--- config.mk ---
export PLATFORM = sky130hd
export DESIGN_NAME = led_pattern_driver
export DESIGN_NICKNAME = d
export VERILOG_FILES = /design/src/rtl/led_pattern_driver.sv
export SDC_FILE = /design/constraint.sdc
export NUM_CORES = 1
export LEC_CHECK = 0
export CORE_UTILIZATION = 35
export DETAILED_ROUTE_END_ITERATION = 16
export GPL_TIMING_DRIVEN = 0
export RECOVER_POWER = 25
export SYNTH_ARGS = -nofsm -noshare
export SYNTH_HDL_FRONTEND = slang
export SYNTH_SLANG_ARGS = --single-unit
--- constraint.sdc ---
create_clock -name clk -period 3.58 [get_ports clk]
set_input_delay 1.074 -clock clk [delete_from_list [all_inputs] [get_ports clk]]
set_output_delay 1.074 -clock clk [all_outputs]
set_load 0.005 [all_outputs]
--- src/rtl/led_pattern_driver.sv ---
// Multi-channel LED driver: per-channel off/on/blink/breathe with PWM brightness,
// push-pull or open-drain pad drive selected per channel at elaboration.
module led_pattern_driver #(
    parameter int unsigned          NUM_LEDS      = 4,
    parameter int unsigned          CLK_FREQUENCY = 50000000,
    parameter int unsigned          TICK_RATE     = 1000,
    parameter int unsigned          PWM_BITS      = 8,
    parameter logic [NUM_LEDS-1:0]  OD_MASK       = '0
) (
    input  logic                         clk,
    input  logic                         rstN,
    input  logic [2*NUM_LEDS-1:0]        mode,
    input  logic [PWM_BITS*NUM_LEDS-1:0] brightness,
    input  logic [15:0]                  half_period,
    input  logic                         sync,
    output logic                         tick,
    output logic [NUM_LEDS-1:0]          led_o,
    output logic [NUM_LEDS-1:0]          led_t
);

    localparam int unsigned         TICK_DIVIDE = CLK_FREQUENCY / TICK_RATE;
    localparam int unsigned         PRE_W       = (TICK_DIVIDE > 2) ? $clog2(TICK_DIVIDE) : 1;
    localparam logic [PRE_W-1:0]    PRE_LAST    = PRE_W'(TICK_DIVIDE - 1);
    localparam logic [PWM_BITS-1:0] PWM_MAX     = '1;

    typedef enum logic {
        RAMP_UP   = 1'b0,
        RAMP_DOWN = 1'b1
    } ramp_dir_t;

    logic [PRE_W-1:0]                   prescaler;
    logic                               tick_en;
    logic [PWM_BITS-1:0]                pwm_count;
    logic [15:0]                        blink_count;
    logic [15:0]                        hp_m1;
    logic                               phase;
    logic [PWM_BITS-1:0]                ramp;
    logic [PWM_BITS-1:0]                ramp_next;
    ramp_dir_t                          dir;
    ramp_dir_t                          dir_next;
    logic [NUM_LEDS-1:0][PWM_BITS-1:0]  duty_d;
    logic [NUM_LEDS-1:0][PWM_BITS-1:0]  duty_q;
    logic [NUM_LEDS-1:0]                active;

    assign tick_en = (prescaler == PRE_LAST);
    // A zero half-period behaves like one tick.
    assign hp_m1   = (half_period == 16'd0) ? 16'd0 : half_period - 16'd1;

    // Timebase prescaler and registered tick pulse; sync restarts the timebase.
    always_ff @(posedge clk or negedge rstN) begin
        if (!rstN) begin
            prescaler <= '0;
            tick      <= 1'b0;
        end else begin
            tick <= tick_en & ~sync;
            if (sync || tick_en) prescaler <= '0;
            else                 prescaler <= prescaler + PRE_W'(1);
        end
    end

    // Free-running PWM counter.
    always_ff @(posedge clk or negedge rstN) begin
        if (!rstN)     pwm_count <= '0;
        else if (sync) pwm_count <= '0;
        else           pwm_count <= pwm_count + PWM_BITS'(1);
    end

    // Blink half-period counter and phase.
    always_ff @(posedge clk or negedge rstN) begin
        if (!rstN) begin
            blink_count <= '0;
            phase       <= 1'b0;
        end else if (sync) begin
            blink_count <= '0;
            phase       <= 1'b1;
        end else if (tick_en) begin
            if (blink_count >= hp_m1) begin
                blink_count <= '0;
                phase       <= ~phase;
            end else begin
                blink_count <= blink_count + 16'd1;
            end
        end
    end

    // Breathe ramp state register.
    always_ff @(posedge clk or negedge rstN) begin
        if (!rstN) begin
            dir  <= RAMP_UP;
            ramp <= '0;
        end else begin
            dir  <= dir_next;
            ramp <= ramp_next;
        end
    end

    // Breathe ramp next state: triangle between 0 and PWM_MAX, one step per tick.
    always_comb begin
        dir_next  = dir;
        ramp_next = ramp;
        if (sync) begin
            dir_next  = RAMP_UP;
            ramp_next = '0;
        end else if (tick_en) begin
            unique case (dir)
                RAMP_UP: begin
                    ramp_next = ramp + PWM_BITS'(1);
                    if (ramp_next == PWM_MAX) dir_next = RAMP_DOWN;
                end
                RAMP_DOWN: begin
                    ramp_next = ramp - PWM_BITS'(1);
                    if (ramp_next == '0) dir_next = RAMP_UP;
                end
                default: dir_next = RAMP_UP;
            endcase
        end
    end

    // Per-channel duty selection from mode.
    always_comb begin
        duty_d = '0;
        for (int i = 0; i < NUM_LEDS; i++) begin
            unique case (mode[2*i +: 2])
                2'b00: duty_d[i] = '0;
                2'b01: duty_d[i] = brightness[PWM_BITS*i +: PWM_BITS];
                2'b10: duty_d[i] = phase ? brightness[PWM_BITS*i +: PWM_BITS] : '0;
                default: duty_d[i] = (ramp < brightness[PWM_BITS*i +: PWM_BITS])
                                   ? ramp : brightness[PWM_BITS*i +: PWM_BITS];
            endcase
        end
    end

    // Duty pipeline register.
    always_ff @(posedge clk or negedge rstN) begin
        if (!rstN) duty_q <= '0;
        else       duty_q <= duty_d;
    end

    // PWM compare; all-ones duty is fully on.
    always_comb begin
        active = '0;
        for (int i = 0; i < NUM_LEDS; i++) begin
            active[i] = (pwm_count < duty_q[i]) || (duty_q[i] == PWM_MAX);
        end
    end

    // Pad output register: open-drain channels light the LED by releasing the pad.
    always_ff @(posedge clk or negedge rstN) begin
        if (!rstN) begin
            led_o <= '0;
            led_t <= '0;
        end else begin
            led_o <= active & ~OD_MASK;
            led_t <= active &  OD_MASK;
        end
    end

endmodule

==> flow_metrics.py <==
metrics = {
    "floorplanning": {
        "core_um2": 17480,
        "die_w_um": 136.5,
        "io_pins": 68,
        "die_h_um": 136.5,
        "row_count": 48,
        "die-area_um2": 18630,
        "start_util_pct": 36.22,
    },
    "clocking": {
        "clock_sinks": 87,
        "clk_latency_ns": 0.34,
        "cts_tree": "built",
        "clockRootBuffer": "clkbuf_16",
        "path_clk_slew_ns": 0.06,
        "clockBufferDepth": 2,
        "numCtsBuffers": 9,
        "htree_levels": 3,
    },
    "yosys": {
        "async_reset_ff_share_pct": 100.0,
        "ys_top_cells_by_area": "dfrtp_1 (34%), ha_1 (16%), mux2i_1 (5.2%)",
        "ys_dominant_reg_cell": "dfrtp_1",
        "synth_top_family_by_area": "simple AND/OR/NAND/NOR gates",
        "synth_edf_count": 0,
        "synth_area_um2": 6330,
        "synth_top_area_share_pct": 34.39,
        "netlist_instances": 686,
        "synthTopCellsByCount": "dfrtp_1 (87), ha_1 (81), nand2_1 (75)",
        "synth_top_area_cell": "dfrtp_1",
        "synthMuxAreaShare_pct": 5.218,
        "ys_seq_area_share_pct": 34.39,
        "synth-compound-area-share_pct": 12.45,
        "yosysUniqueCellTypes": 54,
        "synth_most_common_cell": "dfrtp_1",
        "synth_simple_gate_area_share_pct": 19.65,
        "ys_warn_count": 0,
        "synthXorXnorAreaFrac_pct": 6.780,
        "synthAdderAreaFrac_pct": 16.01,
        "avgSynthCellArea_um2": 9.227,
        "synth-seq-cells": 87,
    },
    "worst_setup_path": {
        "rr_endpoint": "duty_q[11]",
        "startpoint": "half_period[4]",
        "critPathMaxFanout": 5,
        "cp-start-kind": "input pin",
        "r2r_slack_ns": 1.06,
        "path_class": "input pin to flop",
        "cp.required_ns": 3.80,
        "r2r_cells": 5,
        "crit_path_end_kind": "flop",
        "r2r-start": "ramp[5]",
        "worstPathArrival_ns": 3.70,
    },
    "timing": {
        "finalClockSkew_ns": 0.007768,
        "finalHoldViolCount": 0,
        "maxSlewViolCount": 40,
        "setup_viol": 0,
        "tightest_slew_ns": 2.344,
        "fin_crit_sh_pct": 97.07,
        "slew_headroom_pct": -56.27,
        "min_period_ns": 3.475,
        "fmax_mhz": 287.8,
    },
    "place": {
        "dpl.hpwl_um": 11660,
        "place_area_um2": 7276,
        "place_congestion": 0.8204,
        "placedCellCount": 977,
        "port_buffers": 62,
    },
    "global_routing": {
        "grt_max_degree": 49,
        "grt_pass1_wl_um": 25140,
        "first_global_vias": 4846,
        "grt-ovfl-total": 0,
        "antenna_found_initial": 0,
        "track_usage_pct": 17.86,
    },
    "detailed_routing": {
        "ant_nets": 0,
        "drtPass1Iterations": 4,
        "avgViaCountPerCell": 4.977,
        "routedWlPerCell_um": 15.30,
        "wirelength_um": 15300,
        "vias": 4977,
        "drc": 0,
        "first_iter_violations": 167,
    },
    "outcome": {
        "violations": "max-capacitance violations, max-slew violations",
        "outcome": "complete, but fails checks",
    },
    "hold_path": {
        "hp-class": "flop to flop",
        "holdCritStartpoint": "prescaler[0]",
        "hold_end": "prescaler[0]",
        "holdPathStages": 1,
    },
    "finish": {
        "fin_cells": 1000,
        "fin_nets": 910,
        "syn2layout_area_growth_pct": 22.53,
        "fin_area_um2": 7756,
        "insertedDiodeCount": 0,
        "drive_above_1_share_pct": 10.84,
    },
    "power": {
        "powerDensity_nw_per_um2": 296.0,
        "p_leak_nw": 3.718,
        "ir_drop_uv": 217.0,
    },
    "flow_run": {
        "maxCapViolCount": 1,
    },
}
stage by stage:
stage / hold WS [ns] / worst slack (ns) / total power, W / utilization (%) / TNS [ns]
5_1_grt: 0.5185 / -0.03321 / 0.002411 / 44.38 / -0.04348
6_report: 0.4910 / 0.1049 / 0.002296 / 44.38 / 0
2_1_floorplan: 0.4547 / 0.03305 / 0.001251 / - / 0
4_1_cts: 0.4960 / 0.003266 / 0.002323 / 43.94 / 0
3_5_place_dp: 0.4890 / -0.9961 / 0.001415 / 41.63 / -15.74
3_3_place_gp: 0.4766 / -1.888 / 0.001408 / 41.49 / -178.80
what timing repair did:
item                       4_1_cts  5_1_grt
setup buffers                    7        0
cloned                           1        0
gates resized for setup         26       41
pin swaps                       12       18
hold buffers                     0        0
setup endpoints to repair       17       17
sequential cells by signal, indices dropped and copies added, names as in the netlist, 4 cells and up:
register,cells
ramp,8
duty_q,32
led_o,4
pwm_count,8
prescaler,16
blink_count,16
worst max-delay path by stage:
stage,end,depth (start not counted)
after floorplan,blink_count[10],13
after global placement,pwm_count[3],1
after detailed placement,blink_count[14],15
after CTS,blink_count[2],16
after global routing,blink_count[5],14
final,blink_count[5],14
routing by layer:
layer	vias to the layer above	part of all wire, %	global-route usage (%)
met5	-	0	0
met4	0	1.0	5.000
met3	14	3.8	2.461
met2	76	48	30.01
met1	2348	48	23.79
li1	2539	-	-
power breakdown:
| group | switching, W | internal (W) |
|---|---|---|
| combinational | 0.000174 | 0.000174 |
| clock | 0.000402 | 0.000493 |
| sequential | 0.0000316 | 0.00102 |
placed cells by master, fill, tap and decap left out, types with 5 or more instances in the layout:
master,count
nor2_1,52
clkbuf_16,9
nor3_1,12
ha_1,78
nor4_1,6
mux2i_1,33
clkdlybuf4s50_1,47
nor2_2,5
buf_4,11
nand4_1,21
nor2b_1,7
a21oi_1,18
or3_1,6
nand2_1,73
xor2_1,19
nand3_1,21
and3_1,8
xnor2_1,29
dlymetal6s2s_1,7
inv_1,70
nand2b_1,12
a211oi_1,6
dfrtp_1,87
o21ai_1,6
a21o_1,29
o21ai_0,9
clkbuf_1,9
worst max-delay path: stages:
cell and delay [ns]:
clkdlybuf4s15_1 0.23, nor4_4 0.28, and3_4 0.28, nand2_2 0.07
xnor2_2 0.15, nand2_1 0.11, ha_4 0.28, nand4_1 0.19
nor4_2 0.36, o2bb2ai_2 0.17, buf_4 0.16, nor3_4 0.05
a21oi_2 0.19, o22ai_2 0.10
cell type report:
class / instances / area [µm²]
repair buffers: 71 / 695.7
well taps: 225 / 281.5
flip-flops and latches: 87 / 2177
fillers: 1724 / 9721
multi-input cells: 515 / 3975
inverters: 72 / 270.3
plain buffers: 14 / 80.08
clock buffers: 12 / 246.5
clock inverters: 4 / 30.03
kinds of logic after synthesis:
logic type,after synthesis
AO/OA/AOI/OAI,99
XOR/XNOR,49
adder cells (fa/ha/maj),81
buffers and inverters,87
flip-flops,87
multiplexers,33
other,1
AND/OR/NAND/NOR,249
(Power assumes the default switching activity.)
